File: src/rtl/regfile_wb_arbiter_pkg.sv
// regfile_ctrl_pkg: shared register constants and the pending writeback entry type
package regfile_ctrl_pkg;
  localparam logic [4:0] REG_ZERO = 5'd0;
  localparam logic [4:0] REG_RSTATUS = 5'd30;
  localparam logic [31:0] EXC_DATA = 32'h0000_0001;
  typedef struct packed {
    logic [4:0] rd;
    logic [31:0] data;
    logic kill;
  } wb_entry_t;
endpackage

File: src/rtl/regfile_wb_arbiter_if.sv
// regfile_wb_arbiter_if: ALU/multdiv writeback requests and register-file write port
interface regfile_wb_arbiter_if;
  logic alu_wb_valid;
  logic [4:0] alu_wb_reg;
  logic [31:0] alu_wb_data;
  logic md_wb_valid;
  logic md_wb_ready;
  logic [4:0] md_wb_reg;
  logic [31:0] md_wb_data;
  logic md_wb_exc;
  logic ctrl_writeEnable;
  logic [4:0] ctrl_writeReg;
  logic [31:0] data_writeReg;
  logic wb_stall;
  logic [2:0] pend_count;
  modport master (
    output alu_wb_valid, alu_wb_reg, alu_wb_data, md_wb_valid, md_wb_reg, md_wb_data, md_wb_exc,
    input md_wb_ready, ctrl_writeEnable, ctrl_writeReg, data_writeReg, wb_stall, pend_count
  );
  modport slave (
    input alu_wb_valid, alu_wb_reg, alu_wb_data, md_wb_valid, md_wb_reg, md_wb_data, md_wb_exc,
    output md_wb_ready, ctrl_writeEnable, ctrl_writeReg, data_writeReg, wb_stall, pend_count
  );
endinterface

File: src/rtl/regfile_wb_arbiter_fifo.sv
// wb_pend_fifo: circular buffer of pending multdiv writebacks with parallel kill-by-register
module wb_pend_fifo
  import regfile_ctrl_pkg::*;
#(
  parameter int DEPTH = 2
) (
  input  logic       clock,
  input  logic       ctrl_reset,
  input  logic       push_i,
  input  wb_entry_t  push_entry_i,
  input  logic       pop_i,
  input  logic       kill_i,
  input  logic [4:0] kill_rd_i,
  output wb_entry_t  head_o,
  output logic [2:0] count_o
);
  localparam int PW = DEPTH > 1 ? $clog2(DEPTH) : 1;
  wb_entry_t [DEPTH-1:0] mem_q, mem_d;
  logic [PW-1:0] head_q, tail_q;
  logic [2:0] count_q;
  function automatic logic [PW-1:0] inc(input logic [PW-1:0] p);
    return p == PW'(DEPTH - 1) ? '0 : p + 1'b1;
  endfunction
  // mark matching entries killed, including the one being written this cycle
  always_comb begin
    mem_d = mem_q;
    for (int i = 0; i < DEPTH; i++)
      if (kill_i && mem_q[i].rd == kill_rd_i) mem_d[i].kill = 1'b1;
    if (push_i) begin
      mem_d[tail_q] = push_entry_i;
      mem_d[tail_q].kill = push_entry_i.kill | (kill_i && push_entry_i.rd == kill_rd_i);
    end
  end
  // storage, pointers and occupancy; reset discards every entry
  always_ff @(posedge clock) begin
    if (ctrl_reset) begin
      mem_q <= '0;
      head_q <= '0;
      tail_q <= '0;
      count_q <= '0;
    end else begin
      mem_q <= mem_d;
      tail_q <= push_i ? inc(tail_q) : tail_q;
      head_q <= pop_i ? inc(head_q) : head_q;
      count_q <= count_q + 3'(push_i) - 3'(pop_i);
    end
  end
  assign head_o = mem_q[head_q];
  assign count_o = count_q;
endmodule

File: src/rtl/regfile_wb_arbiter.sv
// regfile_wb_arbiter: shares the regfile write port between ALU and multdiv; MD_EXC_EN redirects multdiv exceptions to $rstatus
module regfile_wb_arbiter
  import regfile_ctrl_pkg::*;
#(
  parameter int DEPTH = 2,
  parameter int MAX_WAIT = 4
) (
  input logic clock,
  input logic ctrl_reset,
  regfile_wb_arbiter_if.slave wb
);
  wb_entry_t head;
  logic [2:0] count;
  logic empty, alu_req, head_live, grant_md, pop, push, ready;
  logic [4:0] md_rd;
  logic [31:0] md_data;
  logic [3:0] wait_q, wait_d;
  logic stall_q, we_q;
  logic [4:0] rd_q;
  logic [31:0] data_q;
`ifdef MD_EXC_EN
  assign md_rd = wb.md_wb_exc ? REG_RSTATUS : wb.md_wb_reg;
  assign md_data = wb.md_wb_exc ? EXC_DATA : wb.md_wb_data;
`else
  assign md_rd = wb.md_wb_reg;
  assign md_data = wb.md_wb_data;
`endif
  assign empty = count == 3'd0;
  assign alu_req = wb.alu_wb_valid && wb.alu_wb_reg != REG_ZERO;
  assign head_live = !empty && !head.kill;
  assign grant_md = !alu_req && head_live;
  assign pop = !alu_req && !empty;
  assign ready = !ctrl_reset && count < 3'(DEPTH);
  assign push = wb.md_wb_valid && ready && md_rd != REG_ZERO;
  wb_pend_fifo #(.DEPTH(DEPTH)) u_fifo (
    .clock(clock),
    .ctrl_reset(ctrl_reset),
    .push_i(push),
    .push_entry_i('{rd: md_rd, data: md_data, kill: 1'b0}),
    .pop_i(pop),
    .kill_i(alu_req),
    .kill_rd_i(wb.alu_wb_reg),
    .head_o(head),
    .count_o(count)
  );
  // count consecutive cycles a live head is passed over, saturating
  always_comb begin
    wait_d = (empty || grant_md) ? 4'd0 : head_live ? (wait_q == 4'hf ? wait_q : wait_q + 4'd1) : wait_q;
  end
  // registered write port and starvation stall
  always_ff @(posedge clock) begin
    if (ctrl_reset) begin
      we_q <= 1'b0;
      rd_q <= '0;
      data_q <= '0;
      wait_q <= '0;
      stall_q <= 1'b0;
    end else begin
      we_q <= alu_req || grant_md;
      rd_q <= alu_req ? wb.alu_wb_reg : grant_md ? head.rd : '0;
      data_q <= alu_req ? wb.alu_wb_data : grant_md ? head.data : '0;
      wait_q <= wait_d;
      stall_q <= wait_d >= 4'(MAX_WAIT);
    end
  end
  assign wb.md_wb_ready = ready;
  assign wb.ctrl_writeEnable = we_q;
  assign wb.ctrl_writeReg = rd_q;
  assign wb.data_writeReg = data_q;
  assign wb.wb_stall = stall_q;
  assign wb.pend_count = count;
endmodule

File: src/flat_wrapper.sv
// flat-port wrapper written by rule: the top's interface ports become plain ports
module regfile_wb_arbiter_flat import regfile_ctrl_pkg::*;
#(
  parameter int DEPTH = 2,
  parameter int MAX_WAIT = 4
)
  (clock, ctrl_reset, wb_alu_wb_valid, wb_alu_wb_reg, wb_alu_wb_data, wb_md_wb_valid, wb_md_wb_reg, wb_md_wb_data, wb_md_wb_exc, wb_md_wb_ready, wb_ctrl_writeEnable, wb_ctrl_writeReg, wb_data_writeReg, wb_wb_stall, wb_pend_count);
  regfile_wb_arbiter_if wb_i ();
  input logic clock;
  input logic ctrl_reset;
  input wire logic [$bits(wb_i.alu_wb_valid)-1:0] wb_alu_wb_valid;
  input wire logic [$bits(wb_i.alu_wb_reg)-1:0] wb_alu_wb_reg;
  input wire logic [$bits(wb_i.alu_wb_data)-1:0] wb_alu_wb_data;
  input wire logic [$bits(wb_i.md_wb_valid)-1:0] wb_md_wb_valid;
  input wire logic [$bits(wb_i.md_wb_reg)-1:0] wb_md_wb_reg;
  input wire logic [$bits(wb_i.md_wb_data)-1:0] wb_md_wb_data;
  input wire logic [$bits(wb_i.md_wb_exc)-1:0] wb_md_wb_exc;
  output wire logic [$bits(wb_i.md_wb_ready)-1:0] wb_md_wb_ready;
  output wire logic [$bits(wb_i.ctrl_writeEnable)-1:0] wb_ctrl_writeEnable;
  output wire logic [$bits(wb_i.ctrl_writeReg)-1:0] wb_ctrl_writeReg;
  output wire logic [$bits(wb_i.data_writeReg)-1:0] wb_data_writeReg;
  output wire logic [$bits(wb_i.wb_stall)-1:0] wb_wb_stall;
  output wire logic [$bits(wb_i.pend_count)-1:0] wb_pend_count;
  assign wb_i.alu_wb_valid = wb_alu_wb_valid;
  assign wb_i.alu_wb_reg = wb_alu_wb_reg;
  assign wb_i.alu_wb_data = wb_alu_wb_data;
  assign wb_i.md_wb_valid = wb_md_wb_valid;
  assign wb_i.md_wb_reg = wb_md_wb_reg;
  assign wb_i.md_wb_data = wb_md_wb_data;
  assign wb_i.md_wb_exc = wb_md_wb_exc;
  assign wb_md_wb_ready = wb_i.md_wb_ready;
  assign wb_ctrl_writeEnable = wb_i.ctrl_writeEnable;
  assign wb_ctrl_writeReg = wb_i.ctrl_writeReg;
  assign wb_data_writeReg = wb_i.data_writeReg;
  assign wb_wb_stall = wb_i.wb_stall;
  assign wb_pend_count = wb_i.pend_count;
  regfile_wb_arbiter #(.DEPTH(DEPTH), .MAX_WAIT(MAX_WAIT)) u_core (.clock(clock), .ctrl_reset(ctrl_reset), .wb(wb_i));
endmodule
File: config.mk
export PLATFORM = sky130hd
export DESIGN_NAME = regfile_wb_arbiter_flat
export DESIGN_NICKNAME = d
export VERILOG_FILES = /design/src/rtl/regfile_wb_arbiter_pkg.sv /design/src/rtl/regfile_wb_arbiter_if.sv /design/src/rtl/regfile_wb_arbiter_fifo.sv /design/src/rtl/regfile_wb_arbiter.sv /design/src/flat_wrapper.sv
export SDC_FILE = /design/constraint.sdc
export NUM_CORES = 1
export LEC_CHECK = 0
export ABC_AREA = 1
export CAP_MARGIN = 20
export CORE_ASPECT_RATIO = 0.75
export CORE_MARGIN = 3
export CORE_UTILIZATION = 47
export CTS_BUF_LIST = sky130_fd_sc_hd__clkbuf_2 sky130_fd_sc_hd__clkbuf_4 sky130_fd_sc_hd__clkbuf_8
export DETAILED_ROUTE_END_ITERATION = 16
export PLACE_DENSITY = 0.81
export SYNTH_ARGS = -nofsm -noshare
export SYNTH_HDL_FRONTEND = slang
export SYNTH_SLANG_ARGS = --single-unit
File: constraint.sdc
create_clock -name clock -period 2.1 [get_ports clock]
set_input_delay 0.315 -clock clock [delete_from_list [all_inputs] [get_ports clock]]
set_output_delay 0.315 -clock clock [all_outputs]
set_load 0.1 [all_outputs]
==> flow_metrics.env, run 1 <==
export IMPL_share_of_cell_area_taken_by_muxes_after_synthesis=0
export IMPL_cts_clk_slew_worst_paths_ns=0.08
export IMPL_finalWirelength_um=13300
export IMPL_tritoncts_clock_tree="done"
export IMPL_cts_sinks=124
export IMPL_combinationalPowerShare=0.318
export IMPL_grt_antenna_before_repair=1
export IMPL_synth_top_family_by_area="compound AO/OA/AOI/OAI gates"
export IMPL_die_w_um=127
export IMPL_finClkSkew_ns=0.0167
export IMPL_reg2reg_from="u_core.u_fifo.count_o[1]$_SDFF_PP0_"
export IMPL_htreeDepth=4
export IMPL_worstSkewPairLatency_ns=0.43
export IMPL_r2r_cells=11
export IMPL_nFillCells=859
export IMPL_timing_max_transition_violations_final=0
export IMPL_synth_simple_gate_area_share=0.188
export IMPL_instances_no_fill=969
export IMPL_worstSetupPathType="register to register"
export IMPL_max_freq_ghz=0.501
export IMPL_path_max_fanout=2
export IMPL_relSlewSlack=0.447
export IMPL_power_leakage_nw=2.73
export IMPL_r2r_slack_ns=0.10
export IMPL_period_minus_slack_ns=2.00
export IMPL_synth_seq_cells=124
export IMPL_mapped_cells=697
export IMPL_crit_path_end_kind="register"
export IMPL_synth_distinct_cells=29
export IMPL_mappedNetlistNets=781
export IMPL_cts_hold_buf=0
export IMPL_ys_seq_area_frac=0.481
export IMPL_detailroute_via_count=4944
export IMPL_clk_path_buf_depth=2
export IMPL_timing_final_hold_violations=0
export IMPL_dpl_cell_count=936
export IMPL_die_h_um=96.8
export IMPL_post_synth_fa_ha_maj_area_fraction=0.0136
export IMPL_global_route_wire_length_before_repair_um=22400
export IMPL_post_route_util=0.655
export IMPL_tightest_slew_ns=0.829
export IMPL_dpl_hpwl_um=8660
export IMPL_internal_power_w=0.00435
export IMPL_grt_max_degree=76
export IMPL_power_share_clock=0.288
export IMPL_first_global_vias=4849
export IMPL_fraction_of_the_mapped_netlist_area_in_compound_gates=0.190
export IMPL_power_w=0.00694
export IMPL_cts_buffers=17
export IMPL_grt_use_total=0.220
export IMPL_synthToLayoutAreaGrowth_pct=32.9
export IMPL_report_final_setup_viol=0
export IMPL_io_pins=122
export IMPL_global_route_overflow_total=0
export IMPL_power_switching_share=0.373
export IMPL_cap_violations=0
export IMPL_finalCritPeriodShare=0.951
export IMPL_worstReg2RegEnd="u_core.u_fifo.count_o[1]$_SDFF_PP0_"
export IMPL_worstPathArrival_ns=2.35
export IMPL_fin_hold_ws_ns=0.441
export IMPL_vias_per_cell=5.10
export IMPL_fp_row_count=32
export IMPL_insertedDiodeCount=0
export IMPL_hold_path_endpoint="u_core.wb.data_writeReg[25]$_SDFF_PP0_"
export IMPL_clock_root_buffer="clkbuf_8"
export IMPL_min_delay_path_depth=3
export IMPL_hold_start="wb_alu_wb_data[25]"
export IMPL_power_density_nw_per_um2=1010
export IMPL_synth_cell_area_sq_um=5170
export IMPL_critical_path_required_ns=2.45
export IMPL_drtPass1Iterations=5
export IMPL_synth_xor_xnor_area_share=0.0271
export IMPL_wire_per_inst_um=13.7
export IMPL_unrepaired_setup_endpoints_after_global_routing="no"
export IMPL_synth_yosys_warnings=0
export IMPL_result_of_the_run="finished, final reports clean"
export IMPL_finalWeightedCongestion=0.845
export IMPL_synth_area_per_cell_sq_um=7.41
export IMPL_layout_drive_gt1_share=0.160
export IMPL_p_sw_w=0.00259
export IMPL_nets=904
export IMPL_critical_path_startpoint_type="register"
export IMPL_core_region_area_sq_um=10500
export IMPL_max_vdd_ir_drop_v=0.000483
export IMPL_worst_hold_check_path_type="input port to register"
export IMPL_start_util=0.492
export IMPL_pwr_share_seq=0.394
export IMPL_drc=0
export IMPL_drtIter0Drc=452
export IMPL_die_area_sq_um=12300
export IMPL_ant_nets=0
export IMPL_placement_io_buffers=120
[cells by family after synthesis]
logic type,count (synthesis)
AO/OA/AOI/OAI,195
XOR/XNOR,16
adder cells (fa/ha/maj),5
buffers and inverters,110
flip-flops,124
AND/OR/NAND/NOR,247
[cells in the mapped netlist]
cell / instances / area share
nor2_2: 2 / 0.0024
nand2_1: 209 / 0.15
or2_2: 1 / 0.0012
buf_1: 1 / 0.00073
clkbuf_1: 18 / 0.013
inv_1: 60 / 0.044
nor3_1: 1 / 0.00097
nor2_4: 1 / 0.0022
o21a_1: 1 / 0.0015
nand3_2: 1 / 0.0019
nor3_2: 1 / 0.0019
inv_2: 3 / 0.0022
xnor2_1: 9 / 0.015
buf_4: 4 / 0.0058
clkinv_4: 1 / 0.0017
nand3_1: 10 / 0.0097
o21ai_0: 73 / 0.071
buf_2: 12 / 0.012
a21oi_1: 116 / 0.11
nor2_1: 19 / 0.014
clkbuf_2: 2 / 0.0019
o21ai_1: 4 / 0.0039
ha_1: 4 / 0.0097
dfxtp_1: 124 / 0.48
fa_1: 1 / 0.0039
nand2_2: 2 / 0.0024
buf_6: 9 / 0.020
o21ai_2: 1 / 0.0017
xor2_1: 7 / 0.012
[critical path, stage by stage (launching register included)]
cell and delay [ns]:
dfxtp_4 0.35, inv_4 0.07, ha_4 0.13, nand2_2 0.06
nor2_4 0.12, nand2_2 0.09, ha_4 0.27, inv_1 0.04
ha_2 0.16, fa_2 0.52, inv_1 0.04, nor2_1 0.08
[final cells by class]
type	instances	area (sq um)	area share
inverters	64	248	0.0361
clock buffers	22	290	0.0423
repair buffers	150	1350	0.197
multi-input cells	463	2220	0.324
clock inverters	10	90.1	0.0131
well taps	136	170	0.0248
flip-flops and latches	124	2490	0.363
[metal layers]
metal,vias to the layer above,routed length [um],share of wire,GRT usage
met5,-,7,0.00053,0
met4,2,175,0.013,0.0725
met3,27,1180,0.088,0.0673
met2,214,6210,0.47,0.358
met1,2242,5740,0.43,0.279
li1,2459,-,-,-
[worst max-delay path by stage]
stage                                              startpoint                             endpoint  slack [ns]  depth (start not counted)
final                     u_core.u_fifo.count_o[1]$_SDFF_PP0_  u_core.u_fifo.count_o[1]$_SDFF_PP0_        0.10                         11
after global routing      u_core.u_fifo.count_o[1]$_SDFF_PP0_  u_core.u_fifo.count_o[1]$_SDFF_PP0_       0.006                         11
after CTS                 u_core.u_fifo.count_o[1]$_SDFF_PP0_  u_core.u_fifo.count_o[2]$_SDFF_PP0_        0.02                         11
after global placement                       wb_alu_wb_reg[4]  u_core.u_fifo.count_o[2]$_SDFF_PP0_       -0.21                         12
after floorplan           u_core.u_fifo.count_o[1]$_SDFF_PP0_  u_core.u_fifo.count_o[2]$_SDFF_PP0_      0.0008                         11
after detailed placement                     wb_alu_wb_reg[3]  u_core.u_fifo.count_o[2]$_SDFF_PP0_       -0.29                         12
[layout by cell type (no fill, tap or decap), types with 2 or more instances in the layout]
cell type        Yosys  routed
nand2_1            209     207
dfxtp_1            124     120
a21oi_1            116     116
clkdlybuf4s50_1      0      76
o21ai_0             73      73
buf_4                4      70
inv_1               60      58
clkbuf_8             0      20
nor2_1              19      18
nand3_1             10       9
xnor2_1              9       9
xor2_1               7       7
inv_2                3       4
nand2_2              2       4
o21ai_1              4       4
clkinvlp_4           0       4
nor2_4               1       3
clkinv_2             0       3
buf_12               0       3
inv_4                0       2
clkinv_4             1       2
nand3_2              1       2
ha_4                 0       2
clkbuf_4             0       2
dfxtp_2              0       2
dfxtp_4              0       2
[power by group through the flow]
stage	registers, W	clock network (W)	logic [W]
floorplan	0.00335	0	0.00101
global route	0.00276	0.00213	0.00240
finish	0.00274	0.00200	0.00221
detailed placement	0.00279	0	0.00214
CTS	0.00274	0.00203	0.00216
global placement	0.00277	0	0.00209
[metrics by stage]
step | instance area, sq um | setup WS, ns | TNS, ns
after floorplan | 5190 | 0.000765 | 0
after global placement | 6440 | -0.208 | -0.368
after detailed placement | 6440 | -0.287 | -0.532
after CTS | 6820 | 0.0199 | 0
after global routing | 6870 | 0.00649 | 0
final | 6870 | 0.103 | 0
[repair_timing]
action | CTS | global route
gates resized for setup | 0 | 10
buffers inserted | 0 | 1
pin swaps | 1 | 4
endpoints found under the setup margin | 1 | 2
(Power assumes the default switching activity.)
==> run 2: changes to the inputs <==
Settings changed: ABC_CLOCK_PERIOD_IN_PS set to 2100.
==> results of run 2 <==
The final DEF is identical to that of run 1; final timing and power are the same.
==> run 3: changes to the inputs <==
Settings changed: CORE_MARGIN 3 to 2.
==> flow_metrics.env, run 3 (synthesized netlist as in run 1, its figures left out) <==
export IMPL_worstSetupPathType="register to register"
export IMPL_ant_nets=0
export IMPL_relSlewSlack=0.467
export IMPL_finalCritPeriodShare=0.958
export IMPL_worstPathArrival_ns=2.37
export IMPL_report_final_setup_viol=0
export IMPL_wire_per_inst_um=13.6
export IMPL_timing_max_transition_violations_final=0
export IMPL_finClkSkew_ns=0.0143
export IMPL_core_region_area_sq_um=10800
export IMPL_cap_violations=0
export IMPL_clk_path_buf_depth=2
export IMPL_die_w_um=125
export IMPL_fin_hold_ws_ns=0.438
export IMPL_drc=0
export IMPL_path_max_fanout=2
export IMPL_max_freq_ghz=0.497
export IMPL_worst_hold_check_path_type="input port to register"
export IMPL_most_frequent_cells_in_the_layout="nand2_1 (207), dfxtp_1 (120), a21oi_1 (116), clkdlybuf4s50_1 (76), o21ai_0 (73)"
export IMPL_detailroute_via_count=4936
export IMPL_synthToLayoutAreaGrowth_pct=33.5
export IMPL_timing_final_hold_violations=0
export IMPL_post_route_util=0.638
export IMPL_power_density_nw_per_um2=1030
export IMPL_max_vdd_ir_drop_v=0.000540
export IMPL_globalRouteMet1Util=0.277
export IMPL_power_leakage_nw=2.74
export IMPL_cts_buffers=17
export IMPL_period_minus_slack_ns=2.01
export IMPL_cts_clk_slew_worst_paths_ns=0.08
export IMPL_result_of_the_run="finished, final reports clean"
export IMPL_io_pins=122
export IMPL_tritoncts_clock_tree="done"
export IMPL_final_common_cell="nand2_1"
export IMPL_dpl_hpwl_um=8880
export IMPL_crit_path_end_kind="register"
export IMPL_cts_hold_buf=0
export IMPL_cts_sinks=124
export IMPL_start_util=0.478
export IMPL_placement_io_buffers=120
export IMPL_finalWeightedCongestion=0.817
export IMPL_drtIter0Drc=496
export IMPL_critical_path_required_ns=2.46
export IMPL_worstSkewPairLatency_ns=0.43
export IMPL_fp_row_count=33
export IMPL_nets=903
export IMPL_global_route_wire_length_before_repair_um=22000
export IMPL_critical_path_startpoint_type="register"
export IMPL_grt_busiest_layer="met2"
export IMPL_finalWirelength_um=13300
export IMPL_grt_util_met3=0.0765
export IMPL_layout_drive_gt1_share=0.157
export IMPL_grt_max_degree=76
export IMPL_vias_per_cell=5.07
export IMPL_grt_antenna_before_repair=1
export IMPL_grt_use_total=0.230
export IMPL_drtPass1Iterations=5
export IMPL_global_route_overflow_total=0
export IMPL_tightest_slew_ns=0.800
export IMPL_die_h_um=94.8
export IMPL_htreeDepth=4
export IMPL_first_global_vias=4742
export IMPL_clock_root_buffer="clkbuf_8"
export IMPL_die_area_sq_um=11900
export IMPL_grt_use_met2=0.388
[run 3: repair_timing]
| item | 4_1_cts | 5_1_grt |
|---|---|---|
| buffers inserted | 0 | 2 |
| endpoints found under the setup margin | 0 | 1 |
| gates resized for setup | 0 | 9 |
[run 3: critical path, cell delays in order (launching register included)]
cell and delay [ns]:
dfxtp_4 0.36, inv_4 0.06, ha_4 0.13, nand2_4 0.05, nor2_4 0.12, nand2_2 0.09
ha_4 0.27, inv_1 0.04, ha_2 0.17, fa_2 0.55, inv_1 0.03, nor2_1 0.07
[run 3: power by group]
part	total, W	switching (W)	leakage (nW)	internal [W]
clock	0.00218	0.000945	0.202	0.00124
combinational	0.00220	0.00152	1.53	0.000680
sequential	0.00273	0.000120	1.01	0.00261
[run 3: per-layer routing]
layer	share of wire	up-vias	wire length [um]
met5	0	-	0
met4	0.014	0	190
met3	0.079	21	1060
met2	0.47	196	6290
met1	0.43	2257	5740
li1	-	2462	-
[run 3: worst paths after layout]
| kind | slack, ns | depth (start not counted) | end | from |
|---|---|---|---|---|
| worst min register to register | 0.45 | 2 | register | register |
| worst max register to register | 0.09 | 11 | u_core.u_fifo.count_o[1]$_SDFF_PP0_ | u_core.u_fifo.count_o[1]$_SDFF_PP0_ |
| worst max-delay path | 0.09 | 11 | u_core.u_fifo.count_o[1]$_SDFF_PP0_ | u_core.u_fifo.count_o[1]$_SDFF_PP0_ |
| worst min-delay path | 0.44 | 3 | u_core.wb.data_writeReg[4]$_SDFF_PP0_ | wb_alu_wb_data[4] |
[run 3: final cells by class]
cell class / count / area [sq um]
Multi-Input combinational cell: 463 / 2220
Timing Repair Buffer: 149 / 1340
Fill cell: 913 / 3920
Tap cell: 140 / 175
Sequential cell: 124 / 2490
Antenna cell: 1 / 2.50
Inverter: 64 / 248
Clock inverter: 11 / 144
Clock buffer: 21 / 270
[run 3: stage by stage]
stage / instances / worst slack (ns) / power (W) / setup TNS (ns) / instance area, sq um
6_report: 973 / 0.0890 / 0.00712 / 0 / 6900
5_1_grt: 972 / -0.0119 / 0.00748 / -0.0141 / 6900
4_1_cts: 970 / 0.0168 / 0.00709 / 0 / 6840
3_5_place_dp: 938 / -0.313 / 0.00493 / -0.567 / 6430
3_3_place_gp: 938 / -0.208 / 0.00485 / -0.364 / 6430
2_1_floorplan: 697 / 0.000765 / 0.00435 / 0 / 5190
